## config.mk

```make
export PLATFORM = sky130hd
export DESIGN_NAME = imem_responder_flat
export DESIGN_NICKNAME = d
export VERILOG_FILES = /design/src/rtl/imem_responder_if.sv /design/src/rtl/imem_responder.sv /design/src/flat_wrapper.sv
export SDC_FILE = /design/constraint.sdc
export NUM_CORES = 1
export LEC_CHECK = 0
export ABC_CLOCK_PERIOD_IN_PS = 4170
export CORE_MARGIN = 5
export CORE_UTILIZATION = 44
export CTS_CLUSTER_DIAMETER = 60
export DETAILED_ROUTE_END_ITERATION = 8
export HOLD_SLACK_MARGIN = 0.03
export PLACE_DENSITY = 0.87
export REMOVE_ABC_BUFFERS = 1
export SYNTH_ARGS = -nofsm -noshare
export SYNTH_HDL_FRONTEND = slang
export SYNTH_SLANG_ARGS = --single-unit
```

## constraint.sdc

```tcl
create_clock -name CLK -period 4.17 [get_ports CLK]
set_input_delay 0.834 -clock CLK [delete_from_list [all_inputs] [get_ports CLK]]
set_output_delay 0.834 -clock CLK [all_outputs]
set_load 0.005 [all_outputs]
```

## src/rtl/imem_responder_if.sv

```systemverilog
// Instruction-fetch bus between the per-CPU icache request lines, the
// responder and the shared RAM read port.
interface imem_responder_if #(
  parameter int CPUS = 2
);
  logic [CPUS-1:0]        iREN;      // per-CPU read request
  logic [CPUS-1:0][31:0]  iaddr;     // per-CPU word address
  logic [CPUS-1:0]        iwait;     // per-CPU stall
  logic [CPUS-1:0][31:0]  iload;     // per-CPU returned word
  logic                   ramREN;    // RAM read enable
  logic [31:0]            ramaddr;   // RAM address
  logic [31:0]            ramload;   // RAM read data
  logic [1:0]             ramstate;  // FREE / BUSY / ACCESS / ERROR
  logic                   rerr;      // read-error pulse

  // Responder side.
  modport slave (
    input  iREN, iaddr, ramload, ramstate,
    output iwait, iload, ramREN, ramaddr, rerr
  );

  // Requester / RAM side.
  modport master (
    output iREN, iaddr, ramload, ramstate,
    input  iwait, iload, ramREN, ramaddr, rerr
  );
endinterface

```

## src/rtl/imem_responder.sv

```systemverilog
// Memory-side responder for the instruction-fetch request/wait/load
// protocol: round-robin arbitration among CPUS requesters, one read at a
// time to the shared RAM, and iwait held high until each word returns.
module imem_responder #(
  parameter int          CPUS    = 2,
  parameter logic [31:0] ERRWORD = 32'hBAD1BAD1
) (
  input logic             CLK,
  input logic             RST,
  imem_responder_if.slave bus
);

  localparam int OW = (CPUS > 1) ? $clog2(CPUS) : 1;

  localparam logic [1:0] RAM_ACCESS = 2'd2;
  localparam logic [1:0] RAM_ERROR  = 2'd3;

  typedef logic [OW-1:0] idx_t;

  typedef enum logic [1:0] {
    IDLE = 2'd0,
    READ = 2'd1,
    RESP = 2'd2
  } state_t;

  state_t      state, state_nxt;
  idx_t        owner;      // CPU currently granted
  idx_t        last;       // CPU most recently served
  idx_t        grant;      // round-robin winner this cycle
  logic        grant_vld;
  logic [31:0] addr_r;
  logic [31:0] data_r;
  logic        rerr_r;

  // Candidate CPU 'step' positions after 'base', wrapping at CPUS.
  function automatic idx_t rr_idx(input idx_t base, input int step);
    return idx_t'((int'(base) + step) % CPUS);
  endfunction

  // Round-robin scan starting just after the last served CPU.
  always_comb begin
    grant     = '0;
    grant_vld = 1'b0;
    for (int i = 1; i <= CPUS; i++) begin
      if (!grant_vld && bus.iREN[rr_idx(last, i)]) begin
        grant_vld = 1'b1;
        grant     = rr_idx(last, i);
      end
    end
  end

  // FSM state register; reset also drops ramREN asynchronously.
  always_ff @(posedge CLK or posedge RST) begin
    // NOTE: sequential state uses non-blocking assignments so every
    // register samples pre-edge values regardless of block ordering.
    if (RST) state <= IDLE;
    else     state <= state_nxt;
  end

  // Next-state decode and combinational bus outputs.
  always_comb begin
    // NOTE: every output gets a default before the case, so no path
    // leaves a signal unassigned and no latch is inferred.
    state_nxt   = state;
    bus.ramREN  = 1'b0;
    bus.ramaddr = '0;
    bus.iwait   = '0;
    bus.iload   = '0;

    case (state)
      IDLE: if (grant_vld) state_nxt = READ;
      READ: begin
        bus.ramREN  = 1'b1;
        bus.ramaddr = addr_r;
        // Requester abort wins over any RAM completion this cycle.
        if (!bus.iREN[owner])
          state_nxt = IDLE;
        else if (bus.ramstate == RAM_ACCESS || bus.ramstate == RAM_ERROR)
          state_nxt = RESP;
      end
      RESP:    state_nxt = IDLE;
      default: state_nxt = IDLE;
    endcase

    for (int k = 0; k < CPUS; k++) begin
      bus.iwait[k] = bus.iREN[k] && !(state == RESP && owner == idx_t'(k));
      bus.iload[k] = (owner == idx_t'(k)) ? data_r : '0;
    end
  end

  // Grant, address/data capture, round-robin pointer and error pulse.
  always_ff @(posedge CLK or posedge RST) begin
    if (RST) begin
      owner  <= '0;
      last   <= idx_t'(CPUS - 1);  // CPU0 wins the first scan
      addr_r <= '0;
      data_r <= '0;
      rerr_r <= 1'b0;
    end else begin
      rerr_r <= 1'b0;
      case (state)
        IDLE: begin
          if (grant_vld) begin
            owner  <= grant;
            addr_r <= bus.iaddr[grant];
          end
        end
        READ: begin
          // An aborted read leaves data_r and last untouched.
          if (bus.iREN[owner]) begin
            if (bus.ramstate == RAM_ACCESS) begin
              data_r <= bus.ramload;
            end else if (bus.ramstate == RAM_ERROR) begin
              data_r <= ERRWORD;
              rerr_r <= 1'b1;
            end
          end
        end
        RESP:    last <= owner;
        default: ;
      endcase
    end
  end

  assign bus.rerr = rerr_r;

endmodule
```

## src/flat_wrapper.sv

```systemverilog
// flat-port wrapper written by rule: the top's interface ports become plain ports
module imem_responder_flat 
#(
  parameter int          CPUS    = 2,
  parameter logic [31:0] ERRWORD = 32'hBAD1BAD1
)
  (CLK, RST, bus_iREN, bus_iaddr, bus_ramload, bus_ramstate, bus_iwait, bus_iload, bus_ramREN, bus_ramaddr, bus_rerr);
  imem_responder_if #(.CPUS(CPUS)) bus_i ();
  input logic CLK;
  input logic RST;
  input wire logic [$bits(bus_i.iREN)-1:0] bus_iREN;
  input wire logic [$bits(bus_i.iaddr)-1:0] bus_iaddr;
  input wire logic [$bits(bus_i.ramload)-1:0] bus_ramload;
  input wire logic [$bits(bus_i.ramstate)-1:0] bus_ramstate;
  output wire logic [$bits(bus_i.iwait)-1:0] bus_iwait;
  output wire logic [$bits(bus_i.iload)-1:0] bus_iload;
  output wire logic [$bits(bus_i.ramREN)-1:0] bus_ramREN;
  output wire logic [$bits(bus_i.ramaddr)-1:0] bus_ramaddr;
  output wire logic [$bits(bus_i.rerr)-1:0] bus_rerr;
  assign bus_i.iREN = bus_iREN;
  assign bus_i.iaddr = bus_iaddr;
  assign bus_i.ramload = bus_ramload;
  assign bus_i.ramstate = bus_ramstate;
  assign bus_iwait = bus_i.iwait;
  assign bus_iload = bus_i.iload;
  assign bus_ramREN = bus_i.ramREN;
  assign bus_ramaddr = bus_i.ramaddr;
  assign bus_rerr = bus_i.rerr;
  imem_responder #(.CPUS(CPUS), .ERRWORD(ERRWORD)) u_core (.CLK(CLK), .RST(RST), .bus(bus_i));
endmodule
```

=== Word level (Yosys, flattened, before mapping) ===
Cells that the tools add are included.

* Input bits: 102
* Register bits: 69
* Logic and storage cells: 59

* Multiplexer cells: 26
* Bitwise gates (word level): 1
* Equality and inequality tests: 6
* Add/sub/neg operators: 2
* Reduce and logical (&&, ||, !) cells: 14
* Order comparisons: 4

{| class="wikitable"
|+ Operators with widths
! cell !! number
|-
| 32-bit 2-to-1 mux || 7
|-
| 1-bit 2-to-1 mux || 15
|-
| 1-bit by 2-bit < comparator with 1-bit output (second input constant) || 4
|-
| 2-bit == test (second input constant) || 3
|-
| 2-bit 2-to-1 mux || 3
|-
| 1-bit logical AND || 5
|-
| 2-bit case mux with 2 select lines || 1
|-
| 2-bit AND reduction || 2
|-
| 1-bit zero test || 3
|-
| 3-bit != test (second input constant) || 1
|-
| 3-bit AND reduction || 1
|-
| 1-bit adder (second input constant) || 2
|-
| 2-bit by 1-bit == test with 1-bit output (second input constant) || 1
|-
| 2-bit zero test || 1
|-
| 2-bit by 1-bit != test with 1-bit output (second input constant) || 1
|-
| 2-bit nonzero test || 1
|-
| 1-bit logical OR || 1
|-
| 1-bit inverter || 1
|}

=== Logic depth before layout (Yosys ltp) ===
* Word-level depth: 9
* Gate-level depth with buffers: 5

=== Worst setup path after synthesis ===
OpenSTA, ideal clock, no wires.

* Path type: input-to-reg
* Start point: in bus_iREN[1]
* End point: reg u_core.addr_r[10]
* Stages on the path: 5
* Required time: 4045 ps
* Slack: 2219 ps
* Arrival: 1826 ps
* Setup time: 125 ps
* Path buffers: 2
* Path through: a21bo_1 > buf_6 > buf_8 > mux2_4 > mux2_4

* Longest elaborated chain between the ends: 8

{| class="wikitable"
|+ Ends and longest elaborated chain
! item !! RTL line !! text
|-
| start: declaration || flat_wrapper.sv:11 || <nowiki>input wire logic [$bits(bus_i.iREN)-1:0] bus_iREN;</nowiki>
|-
| 1-bit 2-to-1 mux (not written as such) (2 in series) || imem_responder.sv:45 || <nowiki>if (!grant_vld && bus.iREN[rr_idx(last, i)]) begin</nowiki>
|-
| 1-bit 2-to-1 mux || imem_responder.sv:45 ||
|-
| 1-bit zero test || imem_responder.sv:45 ||
|-
| 1-bit logical AND || imem_responder.sv:45 ||
|-
| 1-bit 2-to-1 mux || imem_responder.sv:45 ||
|-
| 32-bit 2-to-1 mux (not written as such) (2 in series) || imem_responder.sv:105 || <nowiki>addr_r <= bus.iaddr[grant];</nowiki>
|-
| end signal: assignment || imem_responder.sv:105 ||
|-
| end: declaration || imem_responder.sv:31 || <nowiki>logic [31:0] addr_r;</nowiki>
|}

Parallel ways exist; a longest one is shown, timed or not. The select of a mux whose other input is x is not followed.
A chain may end at the register's enable or synchronous reset.

=== Final worst setup path ===
* Start point: reg u_core.state[1]
* End point: out bus_ramaddr[22]

* Longest elaborated chain between the ends: 2

{| class="wikitable"
|+ Ends and longest elaborated chain
! item !! RTL line !! text
|-
| start: declaration || imem_responder.sv:26 || <nowiki>state_t state, state_nxt;</nowiki>
|-
| start signal: assignment || imem_responder.sv:57 || <nowiki>else state <= state_nxt;</nowiki>
|-
| 2-bit by 1-bit == test with 1-bit output || imem_responder.sv:70 || <nowiki>case (state)</nowiki>
|-
| 32-bit 2-to-1 mux || imem_responder.sv:70 ||
|-
| end: declaration || flat_wrapper.sv:18 || <nowiki>output wire logic [$bits(bus_i.ramaddr)-1:0] bus_ramaddr;</nowiki>
|}

No other way between the ends.

==> impl_metrics.yaml <==
status:
  status: "finished, final reports clean"
yosys:
  syn_area_per_cell_sq_um: 11.3
  synthSimpleGateAreaFrac: 0.183
  synth-seq-area-share: 0.429
  yosysWarningCount: 0
  synthArstFlopShare: 1.00
  netlist_area_sq_um: 4030
  yosys-mux-area-fraction: 0.319
  synth_edf_count: 0
  synth-xor-area-share: 0
  synth-compound-area-share: 0.0102
  synthCells: 358
  synthTopCellsByArea: "dfrtp_1 (42%), mux2_4 (22%), and2_1 (7.1%), nor2_1 (5.2%), nor2b_1 (4.5%)"
  synth-seq-cells: 69
  yosysUniqueCellTypes: 29
  yosysTopAreaCell: "dfrtp_1"
  synth_top_area_share: 0.422
  synth_top_family_by_area: "multiplexers"
  synthAdderAreaFrac: 0
  synth_ff_type: "dfrtp_1"
setup_path:
  critPathMaxFanout: 34
  endpoint_kind: "output pin"
  r2r-start: "u_core.state[1]"
  reg2reg_slack_ps: 1390
  path_class: "reg -> out"
  rr_worst_depth: 4
  cp-endpoint: "bus_ramaddr[22]"
  arrival_ps: 2430
  startpoint_type: "flip-flop"
  startpoint: "u_core.state[1]"
  cp_data_required_time_ps: 3340
  reg2reg_to: "u_core.data_r[29]"
finish:
  antennaDiodeCount: 0
  fillers: 683
  layout-drive-gt1-share: 0.182
  nets: 656
  multi_input_area_sq_um: 2070
  final_cell_area_sq_um: 6320
  regArea_sq_um: 1730
  area_growth_pct: 56.8
routing:
  via_per_inst: 4.84
  wl_per_cell_microns: 16.3
  num_vias: 3242
  routed_wl_mm: 10.9
  drtIter0Drc: 103
  drc_errors: 0
  drtPass1Iterations: 4
  ant_nets: 0
clock_tree:
  hold_buffers: 0
  cts_root_buf: "clkbuf_8"
  cts_tree: "built"
  cts_sinks: 69
  cts_max_path_buffers: 2
  cts_setup_buffers: 0
  cts_resized: 0
  cts_made_buffers: 9
  clock_latency_ps: 320
  clk_pin_slew_ps: 80
  cts.htree.levels: 3
placed_design:
  placed_area_sq_um: 6090
  place_congestion: 0.832
  port_buffers: 201
  place_ws_ps: 1150
  dp_hpwl_mm: 8.62
pwr:
  switching_power_mw: 1.23
  leakage_nw: 2.95
  seqPwrFrac: 0.289
  pwr-share-clk: 0.153
  power_mw: 4.03
  p_int_mw: 2.79
  p_comb_frac: 0.558
  ir_worst_vdd_v: 0.000263
  p_sw_frac: 0.307
  powerDensity_nw_per_um2: 637
floorplanning:
  chipWidth_microns: 106
  start_util: 0.445
  fp.coreArea_sq_um: 9060
  die_area_sq_um: 11200
  die_y_microns: 106
  io_pins: 202
  fp-row-count: 35
timing:
  worst_pin_slew_ps: 1050
  drv_slew: 0
  final-setup-viol-count: 0
  fin_worst_skew_ps: 7.53
  max_freq_mhz: 307
  period_share: 0.782
  hold_violations: 0
  rsz0062_at_grt: "false"
  setup_tns_ps: 0
  worst_slack_ps: 911
  fin_hold_ws_ps: 477
  relSlewSlack: 0.297
  final.min_clock_period_ps: 3260
global_routing:
  grt_max_degree: 52
  grt_pass1_wl_mm: 17.7
  grt_pass1_vias: 3604
  grtUsageTotal: 0.198
  overflow: 0
  antenna_found_initial: 0
min_path:
  min-delay-start: "u_core.last"
  hp-class: "reg -> reg"
job:
  cap_viol_max_count: 0
-- layer usage --
layer  vias up  share of wire  wire (microns)  GRT usage
li1       1537              -               -          -
met1      1536           0.40            4380      0.227
met2       151           0.49            5410      0.346
met3        18          0.088             958     0.0661
met4         0          0.017             182     0.0629
met5         -              0               0          0
-- logic make-up (layout without fill, tap and decap cells) --
logic type	count (synthesis)	count (layout)
and+or+nand+nor	140	140
muxes	97	97
DFF	69	69
buffers and inverters	46	247
AOI/OAI and AO/OA	6	6
-- Yosys cell counts (2+ instances only) --
library cell and count:
mux2i_1 18, clkbuf_1 11, nor2_1 56, nor2b_1 29, mux2_4 58, buf_8 3
nand2_1 3, and2_1 46, buf_4 6, inv_1 22, dfrtp_1 68, mux2_1 6
mux2_2 15, o21ai_0 2
-- flip-flops by register name, summed over array words and instances (netlist names) --
register / count
u_core.owner: 1
u_core.bus.rerr: 1
u_core.data_r: 32
u_core.state: 2
u_core.addr_r: 32
u_core.last: 1
-- critical path, stage by stage (launching register included) --
cell and delay, ps:
dfrtp_1 460, and2b_1 840, and2_1 250, clkdlybuf4s50_1 550
-- power groups by stage --
stage	registers, mW	clock network, mW	logic, mW
finish	1.16	0.615	2.25
global route	1.21	0.664	2.44
CTS	1.16	0.629	2.29
detailed placement	1.16	0	2.28
global placement	1.15	0	2.22
floorplan	1.14	0	1.05
-- how the worst min path moves through the flow --
| stage | endpoint | slack (ps) | depth (start not counted) |
|---|---|---|---|
| floorplan | u_core.last | 440 | 2 |
| global placement | u_core.last | 450 | 2 |
| detailed placement | u_core.last | 460 | 2 |
| CTS | u_core.last | 480 | 2 |
| global route | u_core.last | 500 | 2 |
| finish | u_core.last | 480 | 2 |
-- final cells by class --
class	instances	share of cell area
clock buffer	11	0.0239
clock inverter	5	0.0129
inverter	23	0.0137
multi-input combinational	243	0.328
sequential	69	0.273
tap	111	0.0220
timing repair buffer	208	0.327
-- through the flow --
stage                     utilization  instances
final                           0.697        670
after floorplan                     -        335
after CTS                       0.697        670
after global routing            0.697        670
after global placement          0.672        654
after detailed placement        0.672        654
-- placed cells by master (no fill, tap or decap), types with 7 or more instances in the layout --
cell type	count
inv_1	21
clkbuf_8	11
nor2_1	56
mux2i_1	18
dfrtp_1	68
clkdlybuf4s50_1	201
nor2b_1	29
buf_4	7
and2_1	46
mux2_4	58
mux2_2	15
Power figures use the tool's default switching activity.
